**src/rtl/uart_pkg.sv**
```systemverilog
// -----------------------------------------------------------------------------
// uart_pkg
// Shared UART types and helpers, used by the TX stream block and the future
// RX path.
//   parity_mode_t : line parity selection (none / even / odd)
//   tx_state_t    : transmitter frame state
//   MIN_DATA_BITS : smallest legal data field width
//   decode_parity : maps the raw 2-bit parity_mode control onto parity_mode_t
//   calc_parity   : parity bit over the low nbits bits of a data word
// -----------------------------------------------------------------------------
package uart_pkg;

    localparam int MIN_DATA_BITS = 5;
    localparam int MAX_DATA_BITS = 9;

    typedef enum logic [1:0] {
        PAR_NONE = 2'b00,
        PAR_EVEN = 2'b01,
        PAR_ODD  = 2'b10
    } parity_mode_t;

    typedef enum logic [2:0] {
        IDLE   = 3'd0,
        START  = 3'd1,
        DATA   = 3'd2,
        PARITY = 3'd3,
        STOP   = 3'd4
    } tx_state_t;

    // Encoding 2'b11 is reserved and behaves as "no parity".
    function automatic parity_mode_t decode_parity(input logic [1:0] mode);
        parity_mode_t res;
        case (mode)
            2'b01:   res = PAR_EVEN;
            2'b10:   res = PAR_ODD;
            default: res = PAR_NONE;
        endcase
        return res;
    endfunction

    // Even parity is the XOR of the transmitted bits; odd is its inverse.
    function automatic logic calc_parity(input logic [MAX_DATA_BITS-1:0] data,
                                         input logic [3:0]               nbits,
                                         input parity_mode_t             mode);
        logic acc;
        acc = 1'b0;
        for (int i = 0; i < MAX_DATA_BITS; i++) begin
            if (i < int'(nbits)) begin
                acc = acc ^ data[i];
            end
        end
        return (mode == PAR_ODD) ? ~acc : acc;
    endfunction

endpackage

```
**src/rtl/sync_fifo.sv**
```systemverilog
// -----------------------------------------------------------------------------
// sync_fifo
// Single-clock FIFO with a separate occupancy counter so that full and empty
// are unambiguous when the pointers coincide. The head word is presented
// combinationally on rdata (first-word fall-through).
//   clk, nrst : clock, asynchronous active-low reset
//   push      : write wdata (ignored when full)
//   pop       : drop the head word (ignored when empty)
//   wdata     : write data
//   rdata     : current head word
//   full      : count == DEPTH
//   empty     : count == 0
//   count     : words stored
// DEPTH must be a power of two, >= 2, so the pointers wrap naturally.
// -----------------------------------------------------------------------------
module sync_fifo #(
    parameter int WIDTH = 8,
    parameter int DEPTH = 16,
    parameter int CNT_W = $clog2(DEPTH + 1)
) (
    input  logic             clk,
    input  logic             nrst,
    input  logic             push,
    input  logic             pop,
    input  logic [WIDTH-1:0] wdata,
    output logic [WIDTH-1:0] rdata,
    output logic             full,
    output logic             empty,
    output logic [CNT_W-1:0] count
);

    localparam int PTR_W = $clog2(DEPTH);

    logic [WIDTH-1:0] mem_r [DEPTH];
    logic [PTR_W-1:0] wr_ptr_r;
    logic [PTR_W-1:0] rd_ptr_r;
    logic [CNT_W-1:0] count_r;
    logic             push_s;
    logic             pop_s;

    assign full   = (count_r == CNT_W'(DEPTH));
    assign empty  = (count_r == CNT_W'(0));
    assign count  = count_r;
    assign rdata  = mem_r[rd_ptr_r];
    assign push_s = push && !full;
    assign pop_s  = pop && !empty;

    // Storage array; contents need no reset because count_r gates every read.
    always_ff @(posedge clk) begin
        if (push_s) begin
            mem_r[wr_ptr_r] <= wdata;
        end
    end

    // Pointer and occupancy bookkeeping; push+pop together leaves count alone.
    always_ff @(posedge clk or negedge nrst) begin
        if (!nrst) begin
            wr_ptr_r <= PTR_W'(0);
            rd_ptr_r <= PTR_W'(0);
            count_r  <= CNT_W'(0);
        end else begin
            if (push_s) begin
                wr_ptr_r <= wr_ptr_r + PTR_W'(1);
            end
            if (pop_s) begin
                rd_ptr_r <= rd_ptr_r + PTR_W'(1);
            end
            case ({push_s, pop_s})
                2'b10:   count_r <= count_r + CNT_W'(1);
                2'b01:   count_r <= count_r - CNT_W'(1);
                default: count_r <= count_r;
            endcase
        end
    end

endmodule

```
**src/rtl/uart_tx_stream.sv**
```systemverilog
// -----------------------------------------------------------------------------
// uart_tx_stream
// UART transmitter fed through a TX FIFO with a valid/ready write handshake.
// Frame format (bit period, data width, parity, stop bits) is sampled when a
// frame starts, so reconfiguring mid-frame only affects the following frame.
// Queued words stream back to back with no idle gap between frames.
//   clk, nrst   : clock, asynchronous active-low reset (aborts any frame)
//   bit_period  : clk cycles per bit, 0 behaves as 1
//   data_bits   : data bits per frame, 5..DATA_W, anything else means DATA_W
//   parity_mode : 00 none, 01 even, 10 odd, 11 none
//   two_stop    : 1 selects two stop bits
//   in_data     : word to send (payload in the LSBs)
//   in_valid    : producer has a word
//   in_ready    : FIFO has room
//   serial_out  : TX line, idle high
//   busy        : frame in flight or words queued
//   tx_done     : one-cycle pulse on the last cycle of each frame
//   fifo_count  : words queued, excluding the one being sent
// -----------------------------------------------------------------------------
module uart_tx_stream
    import uart_pkg::*;
#(
    parameter int DATA_W     = 8,
    parameter int FIFO_DEPTH = 16,
    parameter int BAUD_W     = 16,
    parameter int CNT_W      = $clog2(FIFO_DEPTH + 1)
) (
    input  logic              clk,
    input  logic              nrst,
    input  logic [BAUD_W-1:0] bit_period,
    input  logic [3:0]        data_bits,
    input  logic [1:0]        parity_mode,
    input  logic              two_stop,
    input  logic [DATA_W-1:0] in_data,
    input  logic              in_valid,
    output logic              in_ready,
    output logic              serial_out,
    output logic              busy,
    output logic              tx_done,
    output logic [CNT_W-1:0]  fifo_count
);

    // FIFO interface
    logic [DATA_W-1:0]        fifo_rdata_s;
    logic                     fifo_full_s;
    logic                     fifo_empty_s;
    logic [CNT_W-1:0]         fifo_count_s;
    logic                     pop_s;

    // Decoded configuration for a frame that starts on the next edge
    logic [BAUD_W-1:0]        eff_period_s;
    logic [3:0]               eff_bits_s;
    parity_mode_t             mode_s;
    logic [MAX_DATA_BITS-1:0] head_ext_s;
    logic                     head_par_s;
    logic                     frame_end_s;
    logic                     per_one_s;

    // Frame state
    tx_state_t                state_r;
    logic [BAUD_W-1:0]        cnt_r;
    logic [BAUD_W-1:0]        per_r;
    logic [DATA_W-1:0]        shift_r;
    logic [3:0]               nbits_r;
    logic [3:0]               bits_left_r;
    logic                     par_en_r;
    logic                     par_bit_r;
    logic                     two_stop_r;
    logic                     stop_left_r;
    logic                     serial_out_r;
    logic                     tx_done_r;

    sync_fifo #(
        .WIDTH (DATA_W),
        .DEPTH (FIFO_DEPTH),
        .CNT_W (CNT_W)
    ) u_fifo (
        .clk   (clk),
        .nrst  (nrst),
        .push  (in_valid),
        .pop   (pop_s),
        .wdata (in_data),
        .rdata (fifo_rdata_s),
        .full  (fifo_full_s),
        .empty (fifo_empty_s),
        .count (fifo_count_s)
    );

    // Full blocks writes even when a pop happens on the same edge.
    assign in_ready   = !fifo_full_s;
    assign fifo_count = fifo_count_s;
    assign serial_out = serial_out_r;
    assign tx_done    = tx_done_r;
    assign busy       = (state_r != IDLE) || (fifo_count_s != CNT_W'(0));

    // Last cycle of the last stop bit: the edge that closes the frame.
    assign frame_end_s = (state_r == STOP) && (cnt_r == BAUD_W'(0)) && !stop_left_r;
    assign pop_s       = !fifo_empty_s && ((state_r == IDLE) || frame_end_s);
    assign per_one_s   = (per_r == BAUD_W'(1));

    // Decode live configuration and the head word's parity for the next frame.
    always_comb begin
        if (bit_period == BAUD_W'(0)) begin
            eff_period_s = BAUD_W'(1);
        end else begin
            eff_period_s = bit_period;
        end
        if ((data_bits >= 4'(MIN_DATA_BITS)) && (data_bits <= 4'(DATA_W))) begin
            eff_bits_s = data_bits;
        end else begin
            eff_bits_s = 4'(DATA_W);
        end
        mode_s                   = decode_parity(parity_mode);
        head_ext_s               = '0;
        head_ext_s[DATA_W-1:0]   = fifo_rdata_s;
        head_par_s               = calc_parity(head_ext_s, eff_bits_s, mode_s);
    end

    // Frame FSM with bit down-counter, shift register and registered line outputs.
    // tx_done is raised one edge early so that it is high during the final
    // stop-bit cycle itself.
    always_ff @(posedge clk or negedge nrst) begin
        if (!nrst) begin
            state_r      <= IDLE;
            cnt_r        <= BAUD_W'(0);
            per_r        <= BAUD_W'(1);
            shift_r      <= DATA_W'(0);
            nbits_r      <= 4'(DATA_W);
            bits_left_r  <= 4'd0;
            par_en_r     <= 1'b0;
            par_bit_r    <= 1'b0;
            two_stop_r   <= 1'b0;
            stop_left_r  <= 1'b0;
            serial_out_r <= 1'b1;
            tx_done_r    <= 1'b0;
        end else begin
            tx_done_r <= 1'b0;
            case (state_r)
                IDLE: begin
                    serial_out_r <= 1'b1;
                    if (pop_s) begin
                        shift_r      <= fifo_rdata_s;
                        per_r        <= eff_period_s;
                        nbits_r      <= eff_bits_s;
                        par_en_r     <= (mode_s != PAR_NONE);
                        par_bit_r    <= head_par_s;
                        two_stop_r   <= two_stop;
                        cnt_r        <= eff_period_s - BAUD_W'(1);
                        serial_out_r <= 1'b0;
                        state_r      <= START;
                    end
                end
                START: begin
                    if (cnt_r == BAUD_W'(0)) begin
                        serial_out_r <= shift_r[0];
                        shift_r      <= {1'b0, shift_r[DATA_W-1:1]};
                        bits_left_r  <= nbits_r - 4'd1;
                        cnt_r        <= per_r - BAUD_W'(1);
                        state_r      <= DATA;
                    end else begin
                        cnt_r <= cnt_r - BAUD_W'(1);
                    end
                end
                DATA: begin
                    if (cnt_r == BAUD_W'(0)) begin
                        cnt_r <= per_r - BAUD_W'(1);
                        if (bits_left_r != 4'd0) begin
                            serial_out_r <= shift_r[0];
                            shift_r      <= {1'b0, shift_r[DATA_W-1:1]};
                            bits_left_r  <= bits_left_r - 4'd1;
                        end else if (par_en_r) begin
                            serial_out_r <= par_bit_r;
                            state_r      <= PARITY;
                        end else begin
                            serial_out_r <= 1'b1;
                            stop_left_r  <= two_stop_r;
                            tx_done_r    <= !two_stop_r && per_one_s;
                            state_r      <= STOP;
                        end
                    end else begin
                        cnt_r <= cnt_r - BAUD_W'(1);
                    end
                end
                PARITY: begin
                    if (cnt_r == BAUD_W'(0)) begin
                        serial_out_r <= 1'b1;
                        stop_left_r  <= two_stop_r;
                        tx_done_r    <= !two_stop_r && per_one_s;
                        cnt_r        <= per_r - BAUD_W'(1);
                        state_r      <= STOP;
                    end else begin
                        cnt_r <= cnt_r - BAUD_W'(1);
                    end
                end
                STOP: begin
                    if (cnt_r != BAUD_W'(0)) begin
                        cnt_r     <= cnt_r - BAUD_W'(1);
                        tx_done_r <= (cnt_r == BAUD_W'(1)) && !stop_left_r;
                    end else if (stop_left_r) begin
                        stop_left_r <= 1'b0;
                        cnt_r       <= per_r - BAUD_W'(1);
                        tx_done_r   <= per_one_s;
                    end else if (pop_s) begin
                        // Next word already queued: start bit follows directly.
                        shift_r      <= fifo_rdata_s;
                        per_r        <= eff_period_s;
                        nbits_r      <= eff_bits_s;
                        par_en_r     <= (mode_s != PAR_NONE);
                        par_bit_r    <= head_par_s;
                        two_stop_r   <= two_stop;
                        cnt_r        <= eff_period_s - BAUD_W'(1);
                        serial_out_r <= 1'b0;
                        state_r      <= START;
                    end else begin
                        serial_out_r <= 1'b1;
                        state_r      <= IDLE;
                    end
                end
                default: begin
                    serial_out_r <= 1'b1;
                    cnt_r        <= BAUD_W'(0);
                    state_r      <= IDLE;
                end
            endcase
        end
    end

endmodule

```
**config.mk**
```make
export PLATFORM = sky130hd
export DESIGN_NAME = uart_tx_stream
export DESIGN_NICKNAME = d
export VERILOG_FILES = /design/src/rtl/uart_pkg.sv /design/src/rtl/sync_fifo.sv /design/src/rtl/uart_tx_stream.sv
export SDC_FILE = /design/constraint.sdc
export NUM_CORES = 1
export LEC_CHECK = 0
export ABC_CLOCK_PERIOD_IN_PS = 9960
export CAP_MARGIN = 20
export CELL_PAD_IN_SITES_DETAIL_PLACEMENT = 0
export CELL_PAD_IN_SITES_GLOBAL_PLACEMENT = 2
export CORE_UTILIZATION = 46
export CTS_CLUSTER_SIZE = 16
export DETAILED_ROUTE_END_ITERATION = 10
export GPL_TIMING_DRIVEN = 0
export PLACE_DENSITY = 0.91
export SLEW_MARGIN = 30
export SYNTH_ARGS = -nofsm -noshare
export SYNTH_HDL_FRONTEND = slang
export SYNTH_SLANG_ARGS = --single-unit
export TNS_END_PERCENT = 50
```
**constraint.sdc**
```tcl
create_clock -name clk -period 9.96 [get_ports clk]
set_input_delay 2.988 -clock clk [delete_from_list [all_inputs] [get_ports clk]]
set_output_delay 2.988 -clock clk [all_outputs]
set_load 0.02 [all_outputs]
```
==> impl_metrics.ini <==
[critical_path]
r2r_start = cnt_r[0]$_DFF_PN0_
r2r_cells = 19
critical_path_depth = 14
critical_path_required_ns = 10.29
cp-end-kind = register
crit_path_top_delay_cell = or4_1
crit_chain = clkdlybuf4s50_1 -> or4_1 -> or4_1 -> nor3_1 -> nor2_1 -> ha_1 -> nor3b_1 -> nand3b_1 -> nor3_1 -> nand2_1 -> xor2_1 -> a21oi_1 -> a21oi_1 -> o21ai_1
rrSetupSlack_ns = 5.55
cp_slowest_stage_delay_ns = 0.71
critPathBufInv = 1
worstPathArrival_ns = 6.92
crit_end = cnt_r[14]$_DFF_PN0_
crit_type = input port to register
cp_top_family = simple AND/OR/NAND/NOR gates
r2r-end = u_fifo.count[4]$_DFFE_PN0P_
path_max_fanout = 5
cp-start-kind = input port
cp-startpoint = bit_period[2]

[floorplan]
core-area_sq_mm = 0.0204
die_y_um = 147
floorplan.initialDensity = 0.474
chipWidth_um = 147
dieArea_sq_mm = 0.0216
io_pins = 43
rows = 52

[placed_design]
dpl.hpwl_mm = 17.1
dpl_cell_area_sq_mm = 0.0105
numPortBuffers = 41
place_congestion = 0.884

[synthesis]
ys_seq_area_frac = 0.579
synth_area_leader_cell = edfxtp_1
yosysUniqueCellTypes = 74
syn_nets = 839
synthesis.area_sq_mm = 0.00967
ys_seq_elements = 198
synth-async-reset-ratio = 0.354
netlist_instances = 788
synth_area_leaders = edfxtp_1 40%, dfrtp_1 17%, mux4_2 7.0%
postSynthAreaPerCell_sq_um = 12.3
yosysWarnings = 0
ys.flop_type = edfxtp_1
synth_edf_count = 128
synth_top_area_frac = 0.397

[routing]
vias = 6687
drc = 0
drt-total-wl_mm = 24.1
drt_iter0_drc = 510
firstDrtPassIters = 5
vias_per_cell = 5.89
post_drt_wl_per_cell_um = 21.2
ant_nets = 0

[global_route]
antenna_found_initial = 0
grt_pass1_vias = 6685
grt_usage = 0.237
grt_max_degree = 48
grt_pass1_wl_mm = 38.2
gr-total-overflow = 0

[power_and_ir_drop]
swShare = 0.375
p_int_w = 0.00199
peakVddDrop_v = 0.000153
p_per_area_mw_per_mm2 = 286
leakagePower_nw = 4.08
combPwrFrac = 0.387
seqPwrFrac = 0.379
p_total_w = 0.00319
pwr-share-clk = 0.235
netSwitchingPower_w = 0.00120

[finish]
n_antenna_cell = 0
seq_area_sq_mm = 0.00560
fillers = 1711
syn_to_final_growth_pct = 15.5
nNetsFinal = 904
multi_input_area_sq_mm = 0.00382
final_area_sq_mm = 0.0112
final_common_cell = edfxtp_1
final_cell_mix = 128 x edfxtp_1, 102 x nand2_1, 67 x dfrtp_1, 52 x nor2_1
drive_gt1_frac = 0.115

[cts]
cts_num_sinks = 198
cts_tree = yes
h-tree-depth = 4
cts_resized = 0
ctsHoldBuffers = 0
clk_pin_slew_ns = 0.09
numCtsBuffers = 17
cts_setup_buffers = 0
insertion_delay_ns = 0.44
root_buffer = clkbuf_16
cts_buffer_depth = 2

[timing]
slew_violations = 0
fin_crit_sh = 0.662
finalHoldViolCount = 0
setup_viol = 0
fin_skew_ns = 0.0148
fmax_mhz = 152
worstMarginPinSlew_ns = 0.962
finalCriticalPeriod_ns = 6.59
rsz0062_at_grt = false
fin_tns_setup_ns = 0
slew_headroom = 0.356

[flow_run]
cap_violations = 0

[hold_path]
hp-class = register to register

[status]
outcome = complete, no violations
-- power groups by stage --
stage / Sequential, W / Combinational [W] / Clock (W)
after global routing: 0.00123 / 0.00134 / 0.000791
after floorplan: 0.00119 / 0.000894 / 0
final: 0.00121 / 0.00123 / 0.000749
after global placement: 0.00121 / 0.00119 / 0
after detailed placement: 0.00122 / 0.00123 / 0
after CTS: 0.00121 / 0.00124 / 0.000760
-- worst reg2reg max path: cells and delay by family (launching register included) --
family | cells | cell delay, ns
buffers and inverters | 8 | 1.41
adder cells (fa/ha/maj) | 3 | 0.81
AND/OR/NAND/NOR | 3 | 0.77
AO/OA/AOI/OAI | 3 | 0.56
flip-flops | 1 | 0.46
XOR/XNOR | 2 | 0.28
-- metrics by stage --
step           utilization  std cells  hold slack (ns)  setup slack, ns
2_1_floorplan            -        788            0.438             4.40
3_3_place_gp         0.510       1099            0.480             3.02
3_5_place_dp         0.515       1104            0.479             2.96
4_1_cts              0.547       1136            0.503             3.41
5_1_grt              0.547       1136            0.523             3.18
6_report             0.547       1136            0.499             3.37
-- sequential cells by signal (all words and copies together) (netlist names) --
name             count
cnt_r               16
u_fifo.rd_ptr_r      4
par_en_r             1
par_bit_r            1
state_r              3
stop_left_r          1
per_r               16
shift_r              8
nbits_r              4
bits_left_r          4
serial_out           1
u_fifo.count         5
u_fifo.wr_ptr_r      4
two_stop_r           1
tx_done              1
u_fifo.mem_r       128
-- per-layer routing --
metal,up-vias,GRT usage,wire length [um]
met4,0,0.0773,525
met2,233,0.391,11900
li1,3082,-,-
met5,-,0,0
met1,3341,0.313,10200
met3,31,0.0494,1540
-- cells by family (layout without fill, tap and decap cells) --
logic type,count (synthesis),count (layout),synth area share
multiplexers,49,49,0.0913
XOR/XNOR,51,51,0.0498
AND/OR/NAND/NOR,254,254,0.124
adder cells (fa/ha/maj),17,17,0.0228
AO/OA/AOI/OAI,155,155,0.103
buffers and inverters,64,142,0.0304
flip-flops,198,198,0.579
-- layout make-up --
type / instances / share of cell area
Timing Repair Buffer: 46 / 0.0416
Clock buffer: 17 / 0.0381
Tap cell: 270 / 0.0302
Clock inverter: 15 / 0.0208
Buffer: 40 / 0.0182
Multi-Input combinational cell: 526 / 0.342
Sequential cell: 198 / 0.501
Inverter: 24 / 0.00806
-- cells in the mapped netlist, drive strengths merged, types with 16 or more instances --
master,instances
edfxtp,128
nand2,102
dfrtp,67
nor2,58
o21ai,44
a21oi,41
mux4,31
xnor2,29
clkbuf,27
nor3,23
inv,22
xor2,20
mux2i,17
ha,16
-- how the worst min path moves through the flow --
| stage | startpoint | endpoint | slack (ns) | cells past startpoint |
|---|---|---|---|---|
| 2_1_floorplan | nbits_r[1]$_DFFE_PN0P_ | nbits_r[1]$_DFFE_PN0P_ | 0.44 | 2 |
| 3_3_place_gp | par_bit_r$_DFFE_PN0P_ | par_bit_r$_DFFE_PN0P_ | 0.48 | 2 |
| 3_5_place_dp | shift_r[6]$_DFFE_PN0P_ | shift_r[6]$_DFFE_PN0P_ | 0.48 | 1 |
| 4_1_cts | shift_r[6]$_DFFE_PN0P_ | shift_r[6]$_DFFE_PN0P_ | 0.50 | 1 |
| 5_1_grt | shift_r[6]$_DFFE_PN0P_ | shift_r[6]$_DFFE_PN0P_ | 0.52 | 1 |
| 6_report | par_bit_r$_DFFE_PN0P_ | par_bit_r$_DFFE_PN0P_ | 0.50 | 2 |
Power figures use the tool's default switching activity.
